--- config.mk ---
export PLATFORM = sky130hd
export DESIGN_NAME = ahb_s2
export DESIGN_NICKNAME = d
export VERILOG_FILES = /design/src/rtl/ahb_pkg.sv /design/src/rtl/ahb_s2_wfifo.sv /design/src/rtl/ahb_s2.sv
export SDC_FILE = /design/constraint.sdc
export NUM_CORES = 1
export LEC_CHECK = 0
export BUFFER_PORTS_ARGS = -buffer_cell sky130_fd_sc_hd__buf_4
export CORE_MARGIN = 2
export CORE_UTILIZATION = 49
export CTS_BUF_LIST = sky130_fd_sc_hd__clkbuf_4 sky130_fd_sc_hd__clkbuf_8 sky130_fd_sc_hd__clkbuf_16
export DETAILED_ROUTE_END_ITERATION = 12
export PLACE_DENSITY_LB_ADDON = 0.08
export REMOVE_ABC_BUFFERS = 1
export SLEW_MARGIN = 10
export SYNTH_ARGS = -nofsm -noshare
export SYNTH_HDL_FRONTEND = slang
export SYNTH_SLANG_ARGS = --single-unit
--- constraint.sdc ---
create_clock -name HCLK -period 5 [get_ports HCLK]
set_input_delay 1 -clock HCLK [delete_from_list [all_inputs] [get_ports HCLK]]
set_output_delay 1 -clock HCLK [all_outputs]
set_load 0.01 [all_outputs]
--- src/rtl/ahb_pkg.sv ---
// ahb_pkg: AHB-Lite encodings and data-phase state type shared by the ahb_s2 responder and its bench.
package ahb_pkg;

    typedef enum logic [1:0] {
        IDLE   = 2'b00,
        BUSY   = 2'b01,
        NONSEQ = 2'b10,
        SEQ    = 2'b11
    } htrans_t;

    typedef enum logic [2:0] {
        SINGLE = 3'b000,
        INCR   = 3'b001,
        WRAP4  = 3'b010,
        INCR4  = 3'b011,
        WRAP8  = 3'b100,
        INCR8  = 3'b101,
        WRAP16 = 3'b110,
        INCR16 = 3'b111
    } hburst_t;

    typedef enum logic [2:0] {
        BYTE       = 3'b000,
        HALFWORD   = 3'b001,
        WORD       = 3'b010,
        DOUBLEWORD = 3'b011,
        FOURWORD   = 3'b100,
        EIGHTWORD  = 3'b101
    } hsize_t;

    localparam logic HRESP_OKAY  = 1'b0;
    localparam logic HRESP_ERROR = 1'b1;

    typedef enum logic [2:0] {
        DP_IDLE,
        DP_WRITE,
        DP_READ,
        DP_ERR1,
        DP_ERR2
    } dp_state_t;

    // Low-address bits that must be zero for a transfer of 2**s bytes.
    function automatic logic [7:0] size_mask(input logic [2:0] s);
        return (8'd1 << s) - 8'd1;
    endfunction

endpackage

--- src/rtl/ahb_s2_wfifo.sv ---
// ahb_s2_wfifo: synchronous write FIFO with registered occupancy and full flag.
module ahb_s2_wfifo #(
    parameter int W     = 8,
    parameter int DEPTH = 4,
    localparam int PW   = $clog2(DEPTH),
    localparam int CW   = $clog2(DEPTH + 1)
) (
    input  logic          i_clk,
    input  logic          i_rst,
    input  logic          i_push,
    input  logic          i_pop,
    input  logic [W-1:0]  i_din,
    output logic [W-1:0]  o_dout,
    output logic          o_full,
    output logic          o_empty,
    output logic [CW-1:0] o_count
);

    logic [W-1:0]  r_mem [DEPTH];
    logic [PW-1:0] r_wp;
    logic [PW-1:0] r_rp;
    logic [CW-1:0] r_cnt;
    logic          r_full;
    logic          w_push;
    logic          w_pop;
    logic [CW-1:0] w_cnt_nxt;

    assign w_push    = i_push & ~r_full;
    assign w_pop     = i_pop & (r_cnt != '0);
    assign w_cnt_nxt = r_cnt + CW'(w_push) - CW'(w_pop);

    always_ff @(posedge i_clk) begin
        if (i_rst) begin
            r_wp   <= '0;
            r_rp   <= '0;
            r_cnt  <= '0;
            r_full <= 1'b0;
        end else begin
            if (w_push) begin
                r_mem[r_wp] <= i_din;
                r_wp        <= r_wp + 1'b1;
            end
            if (w_pop) r_rp <= r_rp + 1'b1;
            r_cnt  <= w_cnt_nxt;
            r_full <= (w_cnt_nxt == CW'(DEPTH));
        end
    end

    assign o_dout  = r_mem[r_rp];
    assign o_full  = r_full;
    assign o_empty = (r_cnt == '0);
    assign o_count = r_cnt;

endmodule

--- src/rtl/ahb_s2.sv ---
// ahb_s2: AHB-Lite write responder queueing {addr,size,data,strb} into a write FIFO.
// Optional burst protocol checker with proto_err output: define AHB_S2_PROTOCOL_CHECK_EN.
module ahb_s2
    import ahb_pkg::*;
#(
    parameter int AHB_DATA_WIDTH    = 64,
    parameter int AHB_ADDRESS_WIDTH = 32,
    parameter int FIFO_DEPTH        = 4
) (
    input  logic                          HCLK,
    input  logic                          HRESET,
    input  logic                          HSEL,
    input  logic [AHB_ADDRESS_WIDTH-1:0]  HADDR,
    input  logic                          HWRITE,
    input  logic [2:0]                    HSIZE,
    input  logic [2:0]                    HBURST,
    input  logic [1:0]                    HTRANS,
    input  logic [AHB_DATA_WIDTH-1:0]     HWDATA,
    input  logic                          HREADY,
    output logic                          HREADYOUT,
    output logic                          HRESP,
    output logic [AHB_DATA_WIDTH-1:0]     HRDATA,
    output logic                          wr_valid,
    input  logic                          wr_ready,
    output logic [AHB_ADDRESS_WIDTH-1:0]  wr_addr,
    output logic [2:0]                    wr_size,
    output logic [AHB_DATA_WIDTH-1:0]     wr_data,
    output logic [AHB_DATA_WIDTH/8-1:0]   wr_strb
`ifdef AHB_S2_PROTOCOL_CHECK_EN
    ,
    output logic                          proto_err
`endif
);

    localparam int DW  = AHB_DATA_WIDTH;
    localparam int AW  = AHB_ADDRESS_WIDTH;
    localparam int NB  = DW / 8;
    localparam int LNB = $clog2(NB);
    localparam int EW  = AW + 3 + DW + NB;
    localparam int CW  = $clog2(FIFO_DEPTH + 1);

    dp_state_t      r_state;
    dp_state_t      w_state_nxt;
    logic [AW-1:0]  r_addr;
    logic [2:0]     r_size;
    logic           w_full;
    logic           w_empty;
    logic [CW-1:0]  w_count;
    logic           w_hreadyout;
    logic           w_adv;
    logic           w_accept;
    logic           w_bad;
    logic           w_push;
    logic [LNB-1:0] w_lane;
    logic [NB-1:0]  w_strb;
    logic [DW-1:0]  w_wdata;
    logic [EW-1:0]  w_head;

    // A stalled write or the first error cycle holds the bus, so no address phase can be taken then.
    assign w_hreadyout = (r_state == DP_ERR1) ? 1'b0 : (r_state == DP_WRITE) ? ~w_full : 1'b1;
    assign w_adv       = HREADY & w_hreadyout;
    assign w_accept    = w_adv & HSEL & HTRANS[1];
    assign w_bad       = (HSIZE > 3'(LNB)) | (|(HADDR[7:0] & size_mask(HSIZE)));
    assign w_push      = (r_state == DP_WRITE) & w_adv;
    assign w_lane      = r_addr[LNB-1:0];

    always_comb begin
        w_state_nxt = r_state;
        if (r_state == DP_ERR1) w_state_nxt = DP_ERR2;
        else if (w_adv) w_state_nxt = !w_accept ? DP_IDLE : w_bad ? DP_ERR1 : HWRITE ? DP_WRITE : DP_READ;
    end

    always_ff @(posedge HCLK) begin
        if (HRESET) begin
            r_state <= DP_IDLE;
            r_addr  <= '0;
            r_size  <= '0;
        end else begin
            r_state <= w_state_nxt;
            if (w_accept) begin
                r_addr <= HADDR;
                r_size <= HSIZE;
            end
        end
    end

    always_comb begin
        w_strb  = '0;
        w_wdata = '0;
        for (int i = 0; i < NB; i++) begin
            w_strb[i]        = (i >= int'(w_lane)) && (i < int'(w_lane) + (1 << r_size));
            w_wdata[8*i +: 8] = w_strb[i] ? HWDATA[8*i +: 8] : 8'h00;
        end
    end

    ahb_s2_wfifo #(
        .W     (EW),
        .DEPTH (FIFO_DEPTH)
    ) u_wfifo (
        .i_clk   (HCLK),
        .i_rst   (HRESET),
        .i_push  (w_push),
        .i_pop   (wr_ready),
        .i_din   ({r_addr, r_size, w_wdata, w_strb}),
        .o_dout  (w_head),
        .o_full  (w_full),
        .o_empty (w_empty),
        .o_count (w_count)
    );

    assign {wr_addr, wr_size, wr_data, wr_strb} = w_head;
    assign wr_valid  = ~w_empty;
    assign HREADYOUT = w_hreadyout;
    assign HRESP     = (r_state == DP_ERR1 || r_state == DP_ERR2) ? HRESP_ERROR : HRESP_OKAY;
    assign HRDATA    = (r_state == DP_READ) ? DW'(w_count) : '0;

`ifdef AHB_S2_PROTOCOL_CHECK_EN
    logic          r_open;
    logic [AW-1:0] r_paddr;
    logic [2:0]    r_psize;
    logic [2:0]    r_pburst;
    logic          r_pwrite;
    logic          r_perr;
    logic          w_obs;
    logic          w_chg;
    logic          w_perr;

    assign w_obs = w_adv & HSEL;
    assign w_chg = (HSIZE != r_psize) | (HWRITE != r_pwrite) | (HBURST != r_pburst);

    always_comb begin
        w_perr = 1'b0;
        if (w_obs) w_perr = (HTRANS == SEQ) ? (~r_open | w_chg | (HADDR != r_paddr + (AW'(1) << HSIZE))) :
                            (HTRANS == BUSY) ? (~r_open | w_chg) : 1'b0;
    end

    // BUSY keeps the last beat address, so the next SEQ is checked against the beat before it.
    always_ff @(posedge HCLK) begin
        if (HRESET) begin
            r_open   <= 1'b0;
            r_paddr  <= '0;
            r_psize  <= '0;
            r_pburst <= '0;
            r_pwrite <= 1'b0;
            r_perr   <= 1'b0;
        end else begin
            r_perr <= w_perr;
            if (w_obs && HTRANS == NONSEQ) begin
                r_open   <= (HBURST != SINGLE);
                r_paddr  <= HADDR;
                r_psize  <= HSIZE;
                r_pburst <= HBURST;
                r_pwrite <= HWRITE;
            end else if (w_obs && HTRANS == SEQ) r_paddr <= HADDR;
            else if (w_obs && HTRANS == IDLE) r_open <= 1'b0;
        end
    end

    assign proto_err = r_perr;
`else
    logic w_unused;
    assign w_unused = ^HBURST;
`endif

endmodule

==> results.cfg, run 1 <==
[outcome]
outcome = complete, no violations

[global_route]
antenna_found_initial = 0
track_usage_pct = 19.2
grt_max_degree = 65
grt_pass1_vias = 9616
grt_first_pass_wirelength_microns = 55800
gr-total-overflow = 0

[yosys]
syn_area_per_cell_sq_um = 18.5
syn_area_sq_mm = 0.0186
synth-seq-cells = 476
synthCells = 1007
async_reset_ff_share_pct = 0
synth_top_area_cell = edfxtp_1
yosysSeqAreaShare_pct = 74.1
netlist.area_leader.share_pct = 69.0
yosys.cell_types.count = 53
ys.flop_type = edfxtp_1
synth_common_cells = edfxtp_1, nand2_1, mux4_2, buf_4, dfxtp_1
synth_edf_count = 428
yosys_warnings = 0
netlist_top_cells_area = edfxtp_1, mux4_2, dfxtp_1
synthMostInstantiatedCell = edfxtp_1

[floorplan]
start_util_pct = 49.6
num_rows = 71
die_h_microns = 199
pin_count = 284
dieArea_sq_mm = 0.0396
core_area_sq_mm = 0.0376
die_width_microns = 199

[drt]
route.detailed.drc = 0
wl_per_cell_microns = 20.8
drt_wl_total_microns = 37500
ant_nets = 0
drt_iter0_drc = 463
vias = 9436
viasPerCell = 5.24
dr.pass1.iters = 4

[clock_network]
hold_buffers = 0
cts_tree = built
cts_sinks = 476
cts.path.max_buffers = 3
cts-root-buf = clkbuf_16
clkSlewWorstSetupHoldPaths_ns = 0.06
htree_levels = 2
cts_resized = 0
clock_latency_ns = 0.58
postCtsSetupBuffers = 0
numCtsBuffers = 49

[placement]
dp_hpwl_microns = 21800
port_buffers = 218
finalWeightedCongestion = 0.734

[cells_and_area]
layout.nets = 1375
syn2layout_area_growth_pct = 20.0
diodes = 0
drive_gt1_share_pct = 35.0

[timing]
period_share_pct = 69.2
worst_pin_slew_ns = 1.06
drv_slew = 0
fmax_mhz = 289
hold_violations = 0
skew_ns = 0.0199
worst_hold_slack_ns = 0.493
finalSetupTns_ns = 0
period_needed_ns = 3.46
slew_headroom_pct = 29.1
setup_viol = 0
rsz0062_at_grt = false

[power_and_ir_drop]
vdd.ir_drop.worst_v = 0.000354
leakage_nw = 7.81
power-per-cell-area_mw_per_mm2 = 447

[critical_path]
cp.arrival_ns = 2.46
crit_family = flip-flops
crit_path_cell_trace = buf_12 -> mux4_2 -> buf_4
crit_slowest_cell = dfxtp_4
setup.worst_path.end_class = output port
path_buf_inv = 2
critPathMaxFanout = 62
path_class = reg2out
critPathMaxStageDelay_ns = 0.82
cp.required_ns = 4.00
worst_setup_path_start_kind = flip-flop

[min_path]
hp-class = reg2reg

[job]
cap_violations = 0
report_power, final:
part	internal, W	leakage [nW]	total [W]	switching, W
clock network	0.00218	0.818	0.00362	0.00145
logic	0.00102	2.66	0.00189	0.000874
registers	0.00439	4.33	0.00448	0.0000943
total	0.00758	7.81	0.0100	0.00241
worst reg2reg max path, delay by kind of cell (launching register included):
family | cells | cell delay, ns
adders and majority gates | 1 | 0.62
and+or+nand+nor | 4 | 1.12
DFF | 1 | 0.53
AOI/OAI and AO/OA | 1 | 0.76
cells by family after synthesis:
family | count (synthesis) | synth area share [%]
multiplexers | 108 | 13.0
adder cells (fa/ha/maj) | 12 | 0.886
AO/OA/AOI/OAI | 66 | 2.33
buffers and inverters | 115 | 3.71
XOR/XNOR | 6 | 0.282
other | 1 | 0.0201
flip-flops | 476 | 74.1
AND/OR/NAND/NOR | 223 | 5.68
final cells by class:
type                            instances  area [sq um]
Fill cell                            2852         15200
Clock buffer                           66          1410
Timing Repair Buffer                  240          1860
Clock inverter                         22           214
Inverter                               10          37.5
Tap cell                              511           639
Sequential cell                       476         13800
Multi-Input combinational cell        476          4390
cells in the final DEF, fill, tap and decap left out, types with 4 or more instances in the layout:
cell type | netlist | final
edfxtp_1 | 428 | 428
buf_4 | 61 | 235
nand2_1 | 108 | 108
mux4_2 | 107 | 107
conb_1 | 1 | 61
clkbuf_16 | 0 | 51
dfxtp_1 | 48 | 46
a21oi_1 | 41 | 41
nor2_1 | 35 | 35
and2_1 | 23 | 19
nor3_1 | 12 | 12
nor3b_1 | 12 | 12
clkbuf_4 | 0 | 12
inv_1 | 10 | 10
ha_1 | 10 | 10
clkinv_2 | 0 | 10
and3_2 | 8 | 8
nor2b_1 | 5 | 5
clkinv_1 | 0 | 5
buf_12 | 0 | 5
nand3_1 | 4 | 4
and2_4 | 0 | 4
xnor2_1 | 4 | 4
bufinv_16 | 0 | 4
metal layers:
metal  part of all wire, %  global-route usage, %
met3                   5.8                   3.85
met2                    49                   31.0
met5                     0                      0
met1                    43                   26.2
met4                   2.4                   6.63
stage by stage:
stage / cells / setup WS [ns] / power (W) / area (sq um) / util [%]
2_1_floorplan: 962 / -1.14 / 0.00578 / 18200 / -
3_3_place_gp: 1713 / 1.65 / 0.00649 / 20700 / 55.2
3_5_place_dp: 1713 / 1.62 / 0.00650 / 20700 / 55.2
4_1_cts: 1801 / 1.43 / 0.0101 / 22400 / 59.5
5_1_grt: 1801 / 1.36 / 0.0104 / 22400 / 59.5
6_report: 1801 / 1.54 / 0.0100 / 22400 / 59.5
state kept, by name (all words and copies together) (netlist names), named ones only:
| signal | flops |
|---|---|
| r_addr | 32 |
| r_size | 3 |
| r_state | 3 |
| u_wfifo.o_count | 3 |
| u_wfifo.o_full | 1 |
| u_wfifo.r_mem | 428 |
| u_wfifo.r_rp | 2 |
| u_wfifo.r_wp | 2 |
path summary, 6_finish.rpt:
| path | to | startpoint | slack, ns | depth (start not counted) |
|---|---|---|---|---|
| min | r_addr[20]$_SDFFE_PP0P_ | r_addr[20]$_SDFFE_PP0P_ | 0.49 | 2 |
| max | wr_addr[31] | flip-flop | 1.54 | 3 |
| max reg2reg | u_wfifo.r_mem[0][13]$_DFFE_PP_ | r_size[0]$_SDFFE_PP0P_ | 1.64 | 6 |
| min reg2reg | r_addr[20]$_SDFFE_PP0P_ | r_addr[20]$_SDFFE_PP0P_ | 0.49 | 2 |
Note: power is estimated with default switching activity, not from simulation.
==> inputs of run 2 (changes only) <==
--- a/config.mk
+++ b/config.mk
@@ -5,6 +5,7 @@
 export SDC_FILE = /design/constraint.sdc
 export NUM_CORES = 1
 export LEC_CHECK = 0
+export ABC_AREA = 1
 export BUFFER_PORTS_ARGS = -buffer_cell sky130_fd_sc_hd__buf_4
 export CORE_MARGIN = 2
 export CORE_UTILIZATION = 49
==> constraint.sdc (replaced) <==
create_clock -name HCLK -period 3.2 [get_ports HCLK]
set_input_delay 0.64 -clock HCLK [delete_from_list [all_inputs] [get_ports HCLK]]
set_output_delay 0.64 -clock HCLK [all_outputs]
set_load 0.01 [all_outputs]
==> run 2 against run 1 <==
Via count grew 26%. Core utilization shrank 0.91 points. Non-clock buffer count grew 3. Sequential power grew 56%. Combinational power grew 80%. Cell area grew 0.57%. First-iteration DRC count grew 60%. Die area grew 1.7%. Synthesized cell count grew 54%.
==> results.cfg, run 2 <==
[power_and_ir_drop]
pwr-share-comb_pct = 21.7
vdd.ir_drop.worst_v = 0.000450
power-per-cell-area_mw_per_mm2 = 696
pwr-share-seq_pct = 44.7
p_switching_w = 0.00440
power_switching_share_pct = 28.1
leakage_nw = 8.54
p_clk_share_pct = 33.6
internal_power_w = 0.0112

[yosys]
async_reset_ff_share_pct = 0
synthMostInstantiatedCell = edfxtp_1
synth_common_cells = edfxtp_1, nor2_1, o21ai_0, o22ai_1, inv_1
netlist.area_leader.share_pct = 67.8
synth_top_area_cell = edfxtp_1
yosys.cell_types.count = 33
yosys_warnings = 0
syn_area_sq_mm = 0.0190
synth_edf_count = 428
yosysSeqAreaShare_pct = 72.9
synthCells = 1546
netlist_top_cells_area = edfxtp_1, nor2_1, o21ai_0
syn_area_per_cell_sq_um = 12.3
synth-seq-cells = 476
ys.flop_type = edfxtp_1

[floorplan]
pin_count = 284
dieArea_sq_mm = 0.0403
start_util_pct = 49.4
core_area_sq_mm = 0.0384
die_width_microns = 201
num_rows = 72
die_h_microns = 201

[clock_network]
htree_levels = 2
cts_tree = built
cts.path.max_buffers = 3
clock_latency_ns = 0.57
clkSlewWorstSetupHoldPaths_ns = 0.06
postCtsSetupBuffers = 0
cts_sinks = 476
cts_resized = 0
cts-root-buf = clkbuf_16
numCtsBuffers = 49
hold_buffers = 0

[critical_path]
worst_setup_path_start_kind = flip-flop
setup.worst_path.end_class = output port
cp.arrival_ns = 2.35
critPathMaxFanout = 61
cp.required_ns = 2.56
path_class = reg2out

[global_route]
track_usage_pct = 20.6
gr-total-overflow = 0
grt_max_degree = 121
grt_first_pass_wirelength_microns = 64700
grt_pass1_vias = 11600
antenna_found_initial = 0

[cells_and_area]
layout.nets = 1879
drive_gt1_share_pct = 18.7
largest_register_ff_count = 428
diodes = 0
mostFrequentLayoutCells = edfxtp_1, nor2_1, o21ai_0
layout_commonest_cell = edfxtp_1
regMostFlops = u_wfifo.r_mem
reg.largest.list = u_wfifo.r_mem: 428 flops, r_addr: 32 flops
syn2layout_area_growth_pct = 18.7

[drt]
viasPerCell = 5.15
drt_wl_total_microns = 41600
wl_per_cell_microns = 18.0
dr.pass1.iters = 5
route.detailed.drc = 0
vias = 11900
drt_iter0_drc = 739
ant_nets = 0

[placement]
port_buffers = 218
dp_hpwl_microns = 23000
post-place-ws_ns = 0.528
finalWeightedCongestion = 0.769

[timing]
drv_slew = 0
slew_headroom_pct = 51.1
setup_viol = 0
finalSetupTns_ns = 0
rsz0062_at_grt = false
hold_violations = 0
period_needed_ns = 2.99
fmax_mhz = 335
period_share_pct = 93.3
skew_ns = 0.0147
worst_pin_slew_ns = 0.732
worst_hold_slack_ns = 0.261
setup_slack_ns = 0.214

[min_path]
hp-class = in2reg

[job]
cap_violations = 0

[outcome]
outcome = complete, no violations
## run 2: cell count changes after synthesis, moves of 77 or more
cell | before | now
nor2_1 | 35 | 367
inv_1 | 10 | 106
nand2_1 | 108 | 31
o21ai_0 | 3 | 244
mux4_2 | 107 | 0
o22ai_1 | 1 | 107
## run 2: metal layers
layer,up-vias,share of wire (%),wire [microns],global-route usage [%]
met2,314,47,19600,33.2
met5,-,0,0,0
met1,5775,45,18900,28.5
met3,48,5.7,2350,4.03
li1,5780,-,-,-
met4,0,1.8,766,6.19
## run 2: kinds of logic after synthesis
logic type | count (synthesis) | synth area share [%]
DFF | 476 | 72.9
and+or+nand+nor | 428 | 8.82
AOI/OAI and AO/OA | 376 | 10.7
buffers and inverters | 251 | 6.62
adders and majority gates | 12 | 0.871
xor gates and xnor gates | 2 | 0.0924
other | 1 | 0.0198
## run 2: per-stage QoR
step / cells / total power (W) / utilization (%) / instance area, sq um
2_1_floorplan: 1463 / 0.00890 / - / 18300
3_3_place_gp: 2224 / 0.0105 / 54.8 / 21000
3_5_place_dp: 2224 / 0.0106 / 54.8 / 21000
4_1_cts: 2312 / 0.0158 / 58.6 / 22500
5_1_grt: 2312 / 0.0164 / 58.6 / 22500
6_report: 2312 / 0.0156 / 58.6 / 22500
## run 2: path summary, 6_finish.rpt
path,startpoint,endpoint,slack [ns],cells past startpoint
max,flip-flop,wr_addr[10],0.21,5
min reg2reg,u_wfifo.r_rp[1]$_SDFFE_PP0P_,flip-flop,0.46,2
max reg2reg,r_size[2]$_SDFFE_PP0P_,u_wfifo.r_mem[2][39]$_DFFE_PP_,0.55,9
min,HRESET,u_wfifo.o_count[0]$_SDFF_PP0_,0.26,2
## run 2: layout make-up
cell class	instances	area [sq um]
fillers	3218	15900
inverters	108	412
well taps	518	648
repair buffers	243	1990
multi-input cells	879	4150
clock buffers	61	1340
clock inverters	27	144
flip-flops and latches	476	13800
## run 2: critical path: stages (launching register included)
cell	delay (ns)
dfxtp_4	0.37
inv_6	0.37
buf_4	0.36
o21ai_0	0.14
o22ai_1	0.30
buf_4	0.20
## run 2: power by group through the flow
| stage | sequential [W] | clock (W) | combinational (W) |
|---|---|---|---|
| detailed placement | 0.00712 | 0 | 0.00344 |
| global placement | 0.00712 | 0 | 0.00340 |
| finish | 0.00699 | 0.00526 | 0.00340 |
| floorplan | 0.00727 | 0 | 0.00163 |
| global route | 0.00700 | 0.00559 | 0.00377 |
| CTS | 0.00699 | 0.00536 | 0.00345 |
